$ cat src/rtl/offset_ctrl_param.sv
// ---------------------------------------------------------------------------
// offset_ctrl_param
// Parametrised offset selector for the logic-analyzer capture window.
// Two debounced push-button levels step an OFFSET_W-bit offset up or down
// by STEP, saturating or wrapping at 0 / MAX_VAL, with optional
// press-and-hold auto-repeat.
//
// Ports:
//   clk        system clock
//   i_reset    synchronous reset, active-high
//   i_SW_up    debounced up button level, 1 = pressed
//   i_SW_down  debounced down button level, 1 = pressed
//   o_offset   current offset, registered
//   o_step     one-cycle pulse while a freshly changed o_offset is visible
//   o_at_min   o_offset == 0
//   o_at_max   o_offset == MAX_VAL
//
// FSM states:
//   state  | meaning
//   IDLE   | waiting for a clean rising edge on one button
//   HOLD   | initial step taken, timing the hold delay
//   REPEAT | auto-repeating every REPEAT_CYCLES while held
// ---------------------------------------------------------------------------
module offset_ctrl_param #(
    parameter int OFFSET_W      = 2,
    parameter int MAX_VAL       = 3,
    parameter int STEP          = 1,
    parameter int WRAP          = 0,
    parameter int REPEAT_EN     = 1,
    parameter int HOLD_CYCLES   = 12500000,
    parameter int REPEAT_CYCLES = 2500000,
    parameter int CNT_W         = 24
) (
    input  logic                clk,
    input  logic                i_reset,
    input  logic                i_SW_up,
    input  logic                i_SW_down,
    output logic [OFFSET_W-1:0] o_offset,
    output logic                o_step,
    output logic                o_at_min,
    output logic                o_at_max
);

    typedef enum logic [1:0] {
        IDLE   = 2'd0,
        HOLD   = 2'd1,
        REPEAT = 2'd2
    } state_t;

    localparam logic [OFFSET_W:0]   MAX_X   = (OFFSET_W+1)'(MAX_VAL);
    localparam logic [OFFSET_W:0]   STEP_X  = (OFFSET_W+1)'(STEP);
    localparam logic [OFFSET_W:0]   MOD_X   = (OFFSET_W+1)'(MAX_VAL + 1);
    localparam logic [CNT_W-1:0]    HOLD_TC = CNT_W'(HOLD_CYCLES - 1);
    localparam logic [CNT_W-1:0]    REP_TC  = CNT_W'(REPEAT_CYCLES - 1);

    state_t                state_q;
    logic                  dir_up_q;      // 1 = UP, 0 = DOWN
    logic [CNT_W-1:0]      cnt_q;
    logic [OFFSET_W-1:0]   offset_q;
    logic                  step_q;
    logic                  sw_up_q;
    logic                  sw_dn_q;

    logic                  rise_up;
    logic                  rise_dn;
    logic                  idle_go_up;
    logic                  idle_go_dn;
    logic                  abort;
    logic                  step_dir_up;
    logic [OFFSET_W:0]     up_sum;
    logic [OFFSET_W:0]     up_val_x;
    logic [OFFSET_W:0]     dn_val_x;
    logic [OFFSET_W-1:0]   step_val_d;
    logic                  step_chg_d;

    always_comb begin
        rise_up    = i_SW_up & ~sw_up_q;
        rise_dn    = i_SW_down & ~sw_dn_q;
        // A rise only counts while the other button is fully released.
        idle_go_up = rise_up & ~i_SW_down;
        idle_go_dn = rise_dn & ~i_SW_up;
        abort      = dir_up_q ? (~i_SW_up | i_SW_down) : (~i_SW_down | i_SW_up);
        // In IDLE the direction comes from the rising button, later from dir_up_q.
        step_dir_up = (state_q == IDLE) ? idle_go_up : dir_up_q;

        up_sum = {1'b0, offset_q} + STEP_X;
        if (up_sum <= MAX_X)
            up_val_x = up_sum;
        else if (WRAP != 0)
            up_val_x = up_sum - MOD_X;
        else
            up_val_x = MAX_X;

        if ({1'b0, offset_q} >= STEP_X)
            dn_val_x = {1'b0, offset_q} - STEP_X;
        else if (WRAP != 0)
            dn_val_x = {1'b0, offset_q} + MOD_X - STEP_X;
        else
            dn_val_x = '0;

        step_val_d = step_dir_up ? up_val_x[OFFSET_W-1:0] : dn_val_x[OFFSET_W-1:0];
        step_chg_d = (step_val_d != offset_q);
    end

    always_ff @(posedge clk) begin
        if (i_reset) begin
            state_q  <= IDLE;
            dir_up_q <= 1'b1;
            cnt_q    <= '0;
            offset_q <= '0;
            step_q   <= 1'b0;
            // Load current levels so a button held through reset gives no edge.
            sw_up_q  <= i_SW_up;
            sw_dn_q  <= i_SW_down;
        end else begin
            sw_up_q <= i_SW_up;
            sw_dn_q <= i_SW_down;
            step_q  <= 1'b0;
            case (state_q)
                IDLE: begin
                    if (idle_go_up || idle_go_dn) begin
                        offset_q <= step_val_d;
                        step_q   <= step_chg_d;
                        dir_up_q <= idle_go_up;
                        cnt_q    <= '0;
                        state_q  <= HOLD;
                    end
                end
                HOLD: begin
                    if (abort) begin
                        cnt_q   <= '0;
                        state_q <= IDLE;
                    end else if (cnt_q == HOLD_TC) begin
                        if (REPEAT_EN != 0) begin
                            offset_q <= step_val_d;
                            step_q   <= step_chg_d;
                            cnt_q    <= '0;
                            state_q  <= REPEAT;
                        end
                        // Without auto-repeat the counter parks at its terminal value.
                    end else begin
                        cnt_q <= cnt_q + 1'b1;
                    end
                end
                REPEAT: begin
                    if (abort) begin
                        cnt_q   <= '0;
                        state_q <= IDLE;
                    end else if (cnt_q == REP_TC) begin
                        offset_q <= step_val_d;
                        step_q   <= step_chg_d;
                        cnt_q    <= '0;
                    end else begin
                        cnt_q <= cnt_q + 1'b1;
                    end
                end
                default: begin
                    cnt_q   <= '0;
                    state_q <= IDLE;
                end
            endcase
        end
    end

    assign o_offset = offset_q;
    assign o_step   = step_q;
    assign o_at_min = (offset_q == '0);
    assign o_at_max = ({1'b0, offset_q} == MAX_X);

endmodule

$ cat config.mk
export PLATFORM = sky130hd
export DESIGN_NAME = offset_ctrl_param
export DESIGN_NICKNAME = d
export VERILOG_FILES = /design/src/rtl/offset_ctrl_param.sv
export SDC_FILE = /design/constraint.sdc
export NUM_CORES = 1
export LEC_CHECK = 0
export CAP_MARGIN = 20
export CELL_PAD_IN_SITES_DETAIL_PLACEMENT = 1
export CELL_PAD_IN_SITES_GLOBAL_PLACEMENT = 2
export CORE_MARGIN = 3
export CORE_UTILIZATION = 39
export CTS_CLUSTER_SIZE = 8
export DETAILED_ROUTE_END_ITERATION = 12
export PLACE_DENSITY = 0.89
export SYNTH_ARGS = -nofsm -noshare
export SYNTH_HDL_FRONTEND = slang
export SYNTH_SLANG_ARGS = --single-unit
export TNS_END_PERCENT = 10
$ cat constraint.sdc
create_clock -name clk -period 4.7 [get_ports clk]
set_input_delay 0.47 -clock clk [delete_from_list [all_inputs] [get_ports clk]]
set_output_delay 0.47 -clock clk [all_outputs]
set_load 0.1 [all_outputs]
### Yosys cells after proc, flatten, opt, wreduce, memory -nomap -nowiden

Cells that the tools add are included.

* bits of input ports: 4
* output and inout bits: 5
* bits in registers: 32
* logic and storage cells: 70

* equal/unequal tests: 13
* $add $sub $neg: 3
* $lt $le $gt $ge: 2
* reduce and logical (&&, ||, !) cells: 7
* bitwise operators: 10
* mux-type cells: 28

Operator list (number)
* 24-bit 2-to-1 mux: 5
* 24-bit case mux with 3 select lines: 1
* 24-bit by 1-bit adder with 24-bit output (second input constant): 1
* 24-bit by 22-bit == test with 1-bit output (second input constant): 1
* 24-bit == test (second input constant): 1
* 2-bit 2-to-1 mux: 12
* 2-bit case mux with 3 select lines: 2
* 2-bit != test (second input constant): 5
* 1-bit 2-to-1 mux: 7
* 6-bit AND reduction: 1
* 1-bit AND: 4
* 2-bit == test (second input constant): 2
* 2-bit logical NOT: 2
* 1-bit inverter: 4
* 2-bit by 1-bit adder with 3-bit output (second input constant): 1
* 3-bit by 2-bit <= comparator with 1-bit output (second input constant): 1
* 3-bit != test (second input constant): 1
* 1-bit case mux with 3 select lines: 1
* 3-bit AND reduction: 1
* 3-bit nonzero test: 1
* 2-bit by 1-bit == test with 1-bit output (second input constant): 1
* 2-bit by 1-bit greater-or-equal comparator with 1-bit output (second input constant): 1
* 2-bit by 1-bit != test with 1-bit output (second input constant): 1
* 2-bit != test: 1
* 4 further kinds: 5

### Logic depth before layout (Yosys ltp)

* word-level depth: 9
* depth in mapped cells: 8

### Worst setup path after synthesis

OpenSTA, ideal clock, no wires.

* path type: register to register
* start: reg offset_q[0], in the netlist o_offset[0]
* end: reg step_q, in the netlist o_step
* stages on the path, launching flop included: 4
* slack: 2.058 ns
* data required time: 4.564 ns
* path buffers: 0
* arrival: 2.506 ns
* period minus slack after synthesis: 2.642 ns
* library setup time: 0.136 ns
* path through: dfxtp_1 > nor2_1 > mux2_2 > a2111oi_0

* cells in the longest elaborated chain, start to end: 8
* elaborated cells on any way between the ends: 14
* those cells by class: add/sub (2); order compare (2); eq/ne (1); mux (9)

RTL lines
* from (decl): line 59 `logic [OFFSET_W-1:0] offset_q;`
* from (signal assigned): line 122 `offset_q <= step_val_d;`
* from (signal assigned): line 135 `offset_q <= step_val_d;`
* from (signal assigned): line 150 `offset_q <= step_val_d;`
* 2-bit by 1-bit adder with 3-bit output: line 86 `up_sum = {1'b0, offset_q} + STEP_X;`
* 3-bit by 2-bit <= comparator with 1-bit output: line 87 `if (up_sum <= MAX_X)`
* 2-bit 2-to-1 mux: line 87
* 2-bit 2-to-1 mux: line 101 `step_val_d = step_dir_up ? up_val_x[OFFSET_W-1:0] : dn_val_x[OFFSET_W-1:0];`
* 2-bit != test *: line 102 `step_chg_d = (step_val_d != offset_q);`
* 1-bit 2-to-1 mux (on tied branches): line 149, 133
* 1-bit 2-to-1 mux (on tied branches): line 146, 130
* 1-bit case mux with 3 select lines *: line 119 `case (state_q)`
* to (signal assigned): line 123 `step_q <= step_chg_d;`
* to (signal assigned): line 136 `step_q <= step_chg_d;`
* to (signal assigned): line 151 `step_q <= step_chg_d;`
* to (decl): line 60 `logic step_q;`

Every way passes the cells marked *; elsewhere a longest branch is shown, timed or not.
A chain may end at the register's enable or synchronous reset.

### Worst setup path in the final report

* start: in i_SW_up
* end: reg offset_q[0], in the netlist o_offset[0]

* cells in the longest elaborated chain, start to end: 7
* elaborated cells on any way between the ends: 20
* those cells by class: eq/ne (3); mux (9); bitwise (6); reduce/logical (2)

RTL lines
* from (decl): line 36 `input logic i_SW_up,`
* 1-bit AND: line 77 `rise_up = i_SW_up & ~sw_up_q;`
* 1-bit AND: line 80 `idle_go_up = rise_up & ~i_SW_down;`
* 1-bit 2-to-1 mux: line 84 `step_dir_up = (state_q == IDLE) ? idle_go_up : dir_up_q;`
* 2-bit 2-to-1 mux: line 101
* 2-bit 2-to-1 mux (on tied branches): line 149, 133
* 2-bit 2-to-1 mux (on tied branches): line 146, 130
* 2-bit case mux with 3 select lines: line 119

Parallel ways exist; a longest one is shown, timed or not. The select of a mux whose other input is x is not followed.

==> results_dict.tcl <==
set metrics [dict create \
    crit_path_top_delay_cell "nor3_2" \
    grt_pass1_wl_um 7530 \
    finalPower_uw 584 \
    skew_ns 0.00212 \
    gr-total-overflow 0 \
    area_delta_synth_final_pct 12.4 \
    cp-end-kind "flip-flop" \
    clock_path_buffers 2 \
    path_cells "clkdlybuf4s50_1 > nor3b_2 > nor3_2 > nor4_2 > o21ai_1 > mux2i_1 > a21oi_1" \
    antenna_found_initial 0 \
    finalNonFillerCells 259 \
    drc 0 \
    slew_headroom_pct 34.6 \
    root_buffer "clkbuf_8" \
    yosysUniqueCellTypes 47 \
    ctsHoldBuffers 0 \
    worst-setup-path-type "input port to flip-flop" \
    synth.ff_latch_count 32 \
    worstPathArrival_ns 2.71 \
    fin_area_um2 1940 \
    nNetsFinal 217 \
    rsz0062_at_grt "false" \
    start_util_pct 41.7 \
    p_sw_share_pct 28.1 \
    synth_top_cell_area_share_pct 37.0 \
    io_pins 9 \
    hold_start "cnt_q[1]" \
    synth_edf_count 0 \
    dr.pass1.iters 4 \
    maxCapViolations 0 \
    syn_inst 197 \
    grt.total_usage_pct 18.6 \
    holdCritPathClass "flip-flop to flip-flop" \
    p_sw_uw 164 \
    cp-startpoint "i_SW_up" \
    start_kind "input port" \
    multiInputGateArea_um2 1050 \
    crit_fanout 13 \
    h-tree-depth 2 \
    cts_tree "yes" \
    row_count 23 \
    post_cts_resized 0 \
    worst_slack_ns 2.14 \
    cp_data_required_time_ns 4.85 \
    netlist_area_um2 1730 \
    max_stage_delay_ns 0.72 \
    yosysSeqAreaShare_pct 37.0 \
    die_y_um 72.6 \
    antenna_cells 0 \
    finalMaxSlewViolations 0 \
    synthArstFlopShare_pct 0 \
    drive_gt1_share_pct 8.61 \
    avgRoutedWirePerCell_um 16.5 \
    hold_viol_final 0 \
    register_area_um2 641 \
    grt_start_max_net_pins 20 \
    p_int_uw 420 \
    gp_congestion 0.836 \
    ys_top_cells_by_area "dfxtp_1 37%, nor2_1 5.9%, xor2_1 5.6%" \
    wirelength_um 4270 \
    fp.coreArea_um2 4140 \
    r2r-start "state_q[0]" \
    worstMarginPinSlew_ns 0.978 \
    via_per_inst 5.76 \
    dpl-instance-area_um2 1850 \
    clock_latency_ns 0.29 \
    place_hpwl_um 3140 \
    fmax_mhz 391 \
    synth_most_common_cell "dfxtp_1" \
    ir_drop_v 0.000153 \
    period_share_pct 54.5 \
    worstRegToRegCells 8 \
    holdWs_ns 0.480 \
    synth_area_leader_cell "dfxtp_1" \
    clock-sinks 32 \
    syn_nets 206 \
    port_buffers 8 \
    run_status "complete, no violations" \
    dp_cells 251 \
    period_needed_ns 2.56 \
    clk_pin_slew_ns 0.06 \
    via_count 1492 \
    min_to "cnt_q[1]" \
    pwr-share-comb_pct 14.3 \
    clkPwrFrac_pct 37.8 \
    synth_area_per_cell_um2 8.78 \
    r2r-end "o_offset[0]" \
    synth_common_cells "32 x dfxtp_1, 27 x nor2_1, 16 x nand2_1" \
    rrSetupSlack_ns 2.15 \
    drt-initial-drc-count 61 \
    ys.flop_type "dfxtp_1" \
    grt_pass1_vias 1580 \
    die_area_um2 5270 \
    utilization_pct 46.9 \
    pre_cts_slack_ns 1.85 \
    final.setup.tns_ns 0 \
    postRouteAntennaNets 0 \
    pwr-share-seq_pct 48.0 \
    ys_warn_count 0 \
    powerDensity_nw_per_um2 301 \
    cts_setup_buffers 0 \
    fillers 508 \
    cts_buffers 5 \
    die-width_um 72.6 \
    finalSetupViolCount 0 \
    worstHoldPathCells 2 \
    p_leak_nw 0.630 \
]
metal layers:
| layer | share of wire, % | GRT usage (%) | vias up |
|---|---|---|---|
| li1 | - | - | 722 |
| met1 | 48 | 24.1 | 740 |
| met2 | 47 | 28.6 | 22 |
| met3 | 3.5 | 5.23 | 8 |
| met4 | 1.9 | 8.40 | 0 |
| met5 | 0 | 0 | - |
how the worst max path moves through the flow:
stage                        endpoint  slack (ns)  depth (start not counted)
after detailed placement  o_offset[0]        1.85                          7
after global placement    o_offset[0]        1.97                          7
final                     o_offset[0]        2.14                          7
after CTS                 o_offset[0]        2.16                          8
after global routing      o_offset[0]        1.84                          8
after floorplan                o_step        2.06                          3
cell type report:
type | count | share of cell area (%)
flip-flops and latches | 32 | 32.9
repair buffers | 8 | 4.12
clock buffers | 8 | 4.63
well taps | 50 | 3.22
inverters | 5 | 0.965
multi-input cells | 156 | 54.1
power by group through the flow:
stage          clock (mW)  combinational, mW  sequential, mW
2_1_floorplan           0             0.0535           0.294
3_5_place_dp            0             0.0838           0.286
3_3_place_gp            0             0.0812           0.285
6_report            0.221             0.0834           0.280
4_1_cts             0.231             0.0842           0.280
5_1_grt             0.241             0.0917           0.281
cells by family after synthesis:
group           share of synthesized area (%)
simple gates                             34.1
mux                                      1.81
fa+ha+maj                                3.62
buf+inv                                  2.10
compound gates                           11.7
flops                                    37.0
xor+xnor                                 9.62
placed cells by master (no fill, tap or decap), types with 6 or more instances in the layout:
cell | netlist | routed
dfxtp_1 | 32 | 32
nor2_1 | 27 | 27
nand2_1 | 16 | 16
xor2_1 | 11 | 11
nand3_1 | 10 | 10
xnor2_1 | 8 | 8
clkdlybuf4s50_1 | 0 | 8
nand4_1 | 6 | 6
o21ai_0 | 6 | 6
clkbuf_8 | 0 | 6
critical path, delay by kind of cell:
family | cells | cell delay (ns)
buffers and inverters | 1 | 0.51
AOI/OAI and AO/OA | 2 | 0.42
and+or+nand+nor | 3 | 1.08
muxes | 1 | 0.22
flip-flops by register name, indices dropped and copies added, names as in the netlist:
register and count:
cnt_q 24, dir_up_q 1, o_offset 2, o_step 1, state_q 2, sw_dn_q 1
sw_up_q 1
Note: power is estimated with default switching activity, not from simulation.
==> edit 1, RTL diff (config.mk and constraints unchanged) <==
Set the parameter `WRAP` to 1 (it was 0).
--- a/src/rtl/offset_ctrl_param.sv
+++ b/src/rtl/offset_ctrl_param.sv
@@ -26,5 +26,5 @@
     parameter int MAX_VAL       = 3,
     parameter int STEP          = 1,
-    parameter int WRAP          = 0,
+    parameter int WRAP          = 1,
     parameter int REPEAT_EN     = 1,
     parameter int HOLD_CYCLES   = 12500000,
Check against the original RTL: not equivalent (Yosys sat finds a counterexample within 4 cycles, from zero or initial values and one cycle with i_reset high).
==> edit 1 against the unedited design <==
- setup slack worse by 0.11 ns
- core utilization up 0.25 points
- synthesized area is 3.4% higher
- final area grew 1.9%
- fmax shrank 4.3%
- die area is 3.1% higher
- sequential cell count unchanged
- critical path type unchanged
- routed wire length rose by 4.2%
Power is not compared: it rests on default switching activity, and its combinational part moved more than twofold at a synthesized area within 25%.
==> edit 1: results (changes against the unedited design) <==
outcome: "completed"
place_ws_ns: 1.686  # -0.1649 ns
grt_pass1_wl_um: 8024  # +6.6%
worst-r2r-setup-slack_ns: 2.10  # -0.05 ns
p_leak_nw: 0.6707
post_synth_inst_count: 200  # +1.5%
syn-num-nets: 213  # +3.4%
wire_per_inst_um: 17.10  # +3.8%
drtPass1Iterations: 4  # unchanged
synth.mux.area_fraction_pct: 0  # -1.8 points
dp_cells: 252  # +0.40%
place_congestion: 0.9660  # +16%
worstHoldStart: "cnt_q[1]$_SDFFE_PP0P_"
layout_setup_ws_ns: 2.026  # -0.1143 ns
drive_gt1_share_pct: 7.619  # -0.99 points
ys_types: 41  # -13%
vias_per_cell: 5.865  # +1.8%
min_to: "cnt_q[1]$_SDFFE_PP0P_"
postPlaceCellArea_um2: 1889  # +1.9%
hpwl_um: 3340  # +6.3%
hold_path_class: "reg -> reg"
cts_max_level: 2  # unchanged
vias: 1525  # +2.2%
critPathLaunch: "i_SW_down"
max_cap_viol_count: 0  # unchanged
synth-seq-area-share_pct: 35.83  # -1.2 points
power.switching_uw: 283.0
drt_iter0_markers: 77  # +26%
tightestPinTransition_ns: 0.9749  # -0.003552 ns
grt_max_degree: 25  # +25%
fillCellCount: 502  # -1.2%
synth_xor_area_share_pct: 12.74  # +3.1 points
r2r-start: "cnt_q[0]$_SDFFE_PP0P_"
ys.warnings.count: 0  # unchanged
critPathMaxFanout: 24  # +11
cp.arrival_ns: 2.81  # +0.10 ns
fin_skew_ns: 0.006392  # +0.004275 ns
r2r_end: "cnt_q[21]$_SDFFE_PP0P_"
synth_adder_area_share_pct: 6.298  # +2.7 points
grt_pass1_vias: 1724  # +9.1%
grt_use_total_pct: 19.21  # +0.63 points
synth-compound-area-share_pct: 11.97  # +0.24 points
cts_resized: 0  # unchanged
synth_area_leaders: "dfxtp_1 36%, xor2_1 8.3%, ha_1 6.3%, nor2_1 5.7%, nand4_1 5.6%"
rr_worst_depth: 6  # -2
ys_top_cells_by_count: "32 x dfxtp_1, 27 x nor2_1, 17 x xor2_1"
hold_ws_ns: 0.5183  # +0.03795 ns
layout.nets: 222  # +2.3%
-- edit 1: cell types whose count changed in the layout (fill, tap and decap cells not counted), sizes merged, moves of 4 or more --
cell   before  now
nand4       6   16
o31ai       1    5
xor2       11   17
nand3      12    8
nand2      16   11
ha          5    9
o21ai       9    1
-- edit 1: area by class of cell --
| class | instances | area [um^2] | share of cell area (%) |
|---|---|---|---|
| Clock buffer | 6 | 82.58 | 4.167 |
| Inverter | 7 | 26.28 | 1.326 |
| Clock inverter | 2 | 10.01 | 0.5051 |
| Tap cell | 50 | 62.56 | 3.157 |
| Timing Repair Buffer | 8 | 80.08 | 4.040 |
| Multi-Input combinational cell | 155 | 1080 | 54.48 |
| Sequential cell | 32 | 640.6 | 32.32 |
-- edit 1: power by group through the flow --
stage               combinational, mW  sequential [mW]  clock [mW]
finish                          0.238            0.295       0.221
global route                    0.259            0.297       0.244
CTS                             0.240            0.295       0.229
detailed placement              0.238            0.301           0
global placement                0.229            0.300           0
floorplan                       0.156            0.339           0
-- edit 1: cells by family (layout without fill, tap and decap cells) --
logic type | count (synthesis) | after routing
AND/OR/NAND/NOR | 94 | 94
adder cells (fa/ha/maj) | 9 | 9
buffers and inverters | 13 | 23
flip-flops | 32 | 32
AO/OA/AOI/OAI | 26 | 26
XOR/XNOR | 26 | 26
-- edit 1: worst max-delay path, cell delays in order --
cell and delay (ns):
clkdlybuf4s50_1 0.57, or3b_1 0.51, and3_4 0.29, o31ai_4 0.83, nor2_1 0.13
-- edit 1: per-layer routing --
layer	GRT usage, %	vias to the layer above	part of all wire, %
met1	23.68	754	46
met3	4.378	8	3.0
met2	31.50	19	49
met5	0	-	0
met4	8.853	0	2.0
li1	-	744	-
==> edit 2, RTL diff (config.mk and constraints unchanged) <==
Made on the original files. Re-encode `state_t` (3 states) as one-hot, 3 bits wide.
--- a/src/rtl/offset_ctrl_param.sv
+++ b/src/rtl/offset_ctrl_param.sv
@@ -42,8 +42,8 @@
 );
 
-    typedef enum logic [1:0] {
-        IDLE   = 2'd0,
-        HOLD   = 2'd1,
-        REPEAT = 2'd2
+    typedef enum logic [2:0] {
+        IDLE   = 3'b001,
+        HOLD   = 3'b010,
+        REPEAT = 3'b100
     } state_t;
 
Check against the original RTL: no difference found for any inputs over 10 cycles, from zero or initial values and one cycle with i_reset high; not proved beyond that.
==> edit 2 against the unedited design <==
- synthesized area rose by 4.0%
- fmax fell by 7.0%
- final area rose by 2.3%
- setup slack got worse by 0.19 ns
- sequential cell count rose by 1
- sequential share of layout area rose by 0.26 points
- routed wire length rose by 8.6%
- total power fell by 6.0%
- critical path depth fell by 2
- critical endpoint is now cnt_q[23]$_SDFFE_PP0P_
- highest routed layer unchanged
==> edit 2: results (changes against the unedited design) <==
outcome: "completed"
synth_xor_area_share_pct: 9.255  # -0.37 points
drt_iter0_markers: 55  # -9.8%
fin_skew_ns: 0.009535  # +0.007417 ns
synth.mux.area_fraction_pct: 0.5567  # -1.3 points
critPathMaxFanout: 19  # +6
drive_gt1_share_pct: 7.623  # -0.99 points
r2r-start: "cnt_q[0]$_SDFFE_PP0P_"
tightestPinTransition_ns: 0.9669  # -0.01153 ns
synth_adder_area_share_pct: 0.6959  # -2.9 points
syn-num-nets: 219  # +6.3%
ys_top_cells_by_count: "33 x dfxtp_1, 28 x nor2_1, 15 x nand2_1, 15 x xnor2_1, 11 x o21ai_0"
worst-r2r-setup-slack_ns: 2.17  # +0.02 ns
grt_pass1_vias: 1619  # +2.5%
totalWireLength_um: 4631  # +8.6%
use_met3_pct: 4.241  # -0.99 points
synth_area_leaders: "dfxtp_1 37%, xnor2_1 7.3%, nor2_1 5.8%, nand2_1 3.1%, o21ai_0 3.1%"
place_congestion: 0.7788  # -6.8%
synth-compound-area-share_pct: 17.12  # +5.4 points
ys_types: 44  # -6.4%
grt_util_met1_pct: 22.01  # -2.1 points
r2r_end: "cnt_q[23]$_SDFFE_PP0P_"
cp.arrival_ns: 2.89  # +0.18 ns
rr_worst_depth: 6  # -2
synth-seq-area-share_pct: 36.74  # -0.30 points
p_leak_nw: 0.6181  # -1.9%
==> edit 2: cell count changes after synthesis, sizes merged, moves of 3 or more <==
cell    before  now
ha           5    1
inv          5    9
nand3       12    9
nor3         5    9
o211ai       0    6
o31ai        1    4
xnor2        8   15
xor2        11    4
==> edit 2: cell families after synthesis <==
kind of cell | Yosys count
fa+ha+maj | 1
mux | 1
flops | 33
xor+xnor | 19
buf+inv | 15
simple gates | 102
compound gates | 43
==> edit 2: worst max-delay path, stage by stage <==
cell and delay, ns:
clkdlybuf4s50_1 0.57, nor3b_1 0.70, nor3_2 0.24, o31ai_4 0.77, nor2_1 0.12
==> edit 2: metal layers <==
metal  share of wire, %  wire length, um  up-vias
met5                  0                0        -
li1                   -                -      798
met1                 46             2125      800
met4                1.4               63        0
met3                2.6              120        6
met2                 50             2322       16
==> edit 2: stage by stage <==
stage	cell area, um^2	setup WS (ns)	cells	utilization (%)
after floorplan	1798	2.126	214	-
after global placement	1903	1.850	268	43.11
after detailed placement	1903	1.702	268	43.11
after CTS	1989	1.986	275	45.07
after global routing	1989	1.750	275	45.07
final	1989	1.947	275	45.07
==> edit 2: cell type report <==
type / instances / area share, %
clock buffers: 7 / 4.340
inverters: 9 / 1.698
flip-flops and latches: 33 / 33.21
repair buffers: 8 / 4.025
multi-input cells: 166 / 53.46
well taps: 52 / 3.270
==> edit 2: power breakdown <==
| part | internal, mW | switching [mW] | leakage [nW] |
|---|---|---|---|
| logic | 0.0147 | 0.0340 | 0.307 |
| registers | 0.283 | 0.00413 | 0.267 |
| clock network | 0.116 | 0.0975 | 0.0443 |
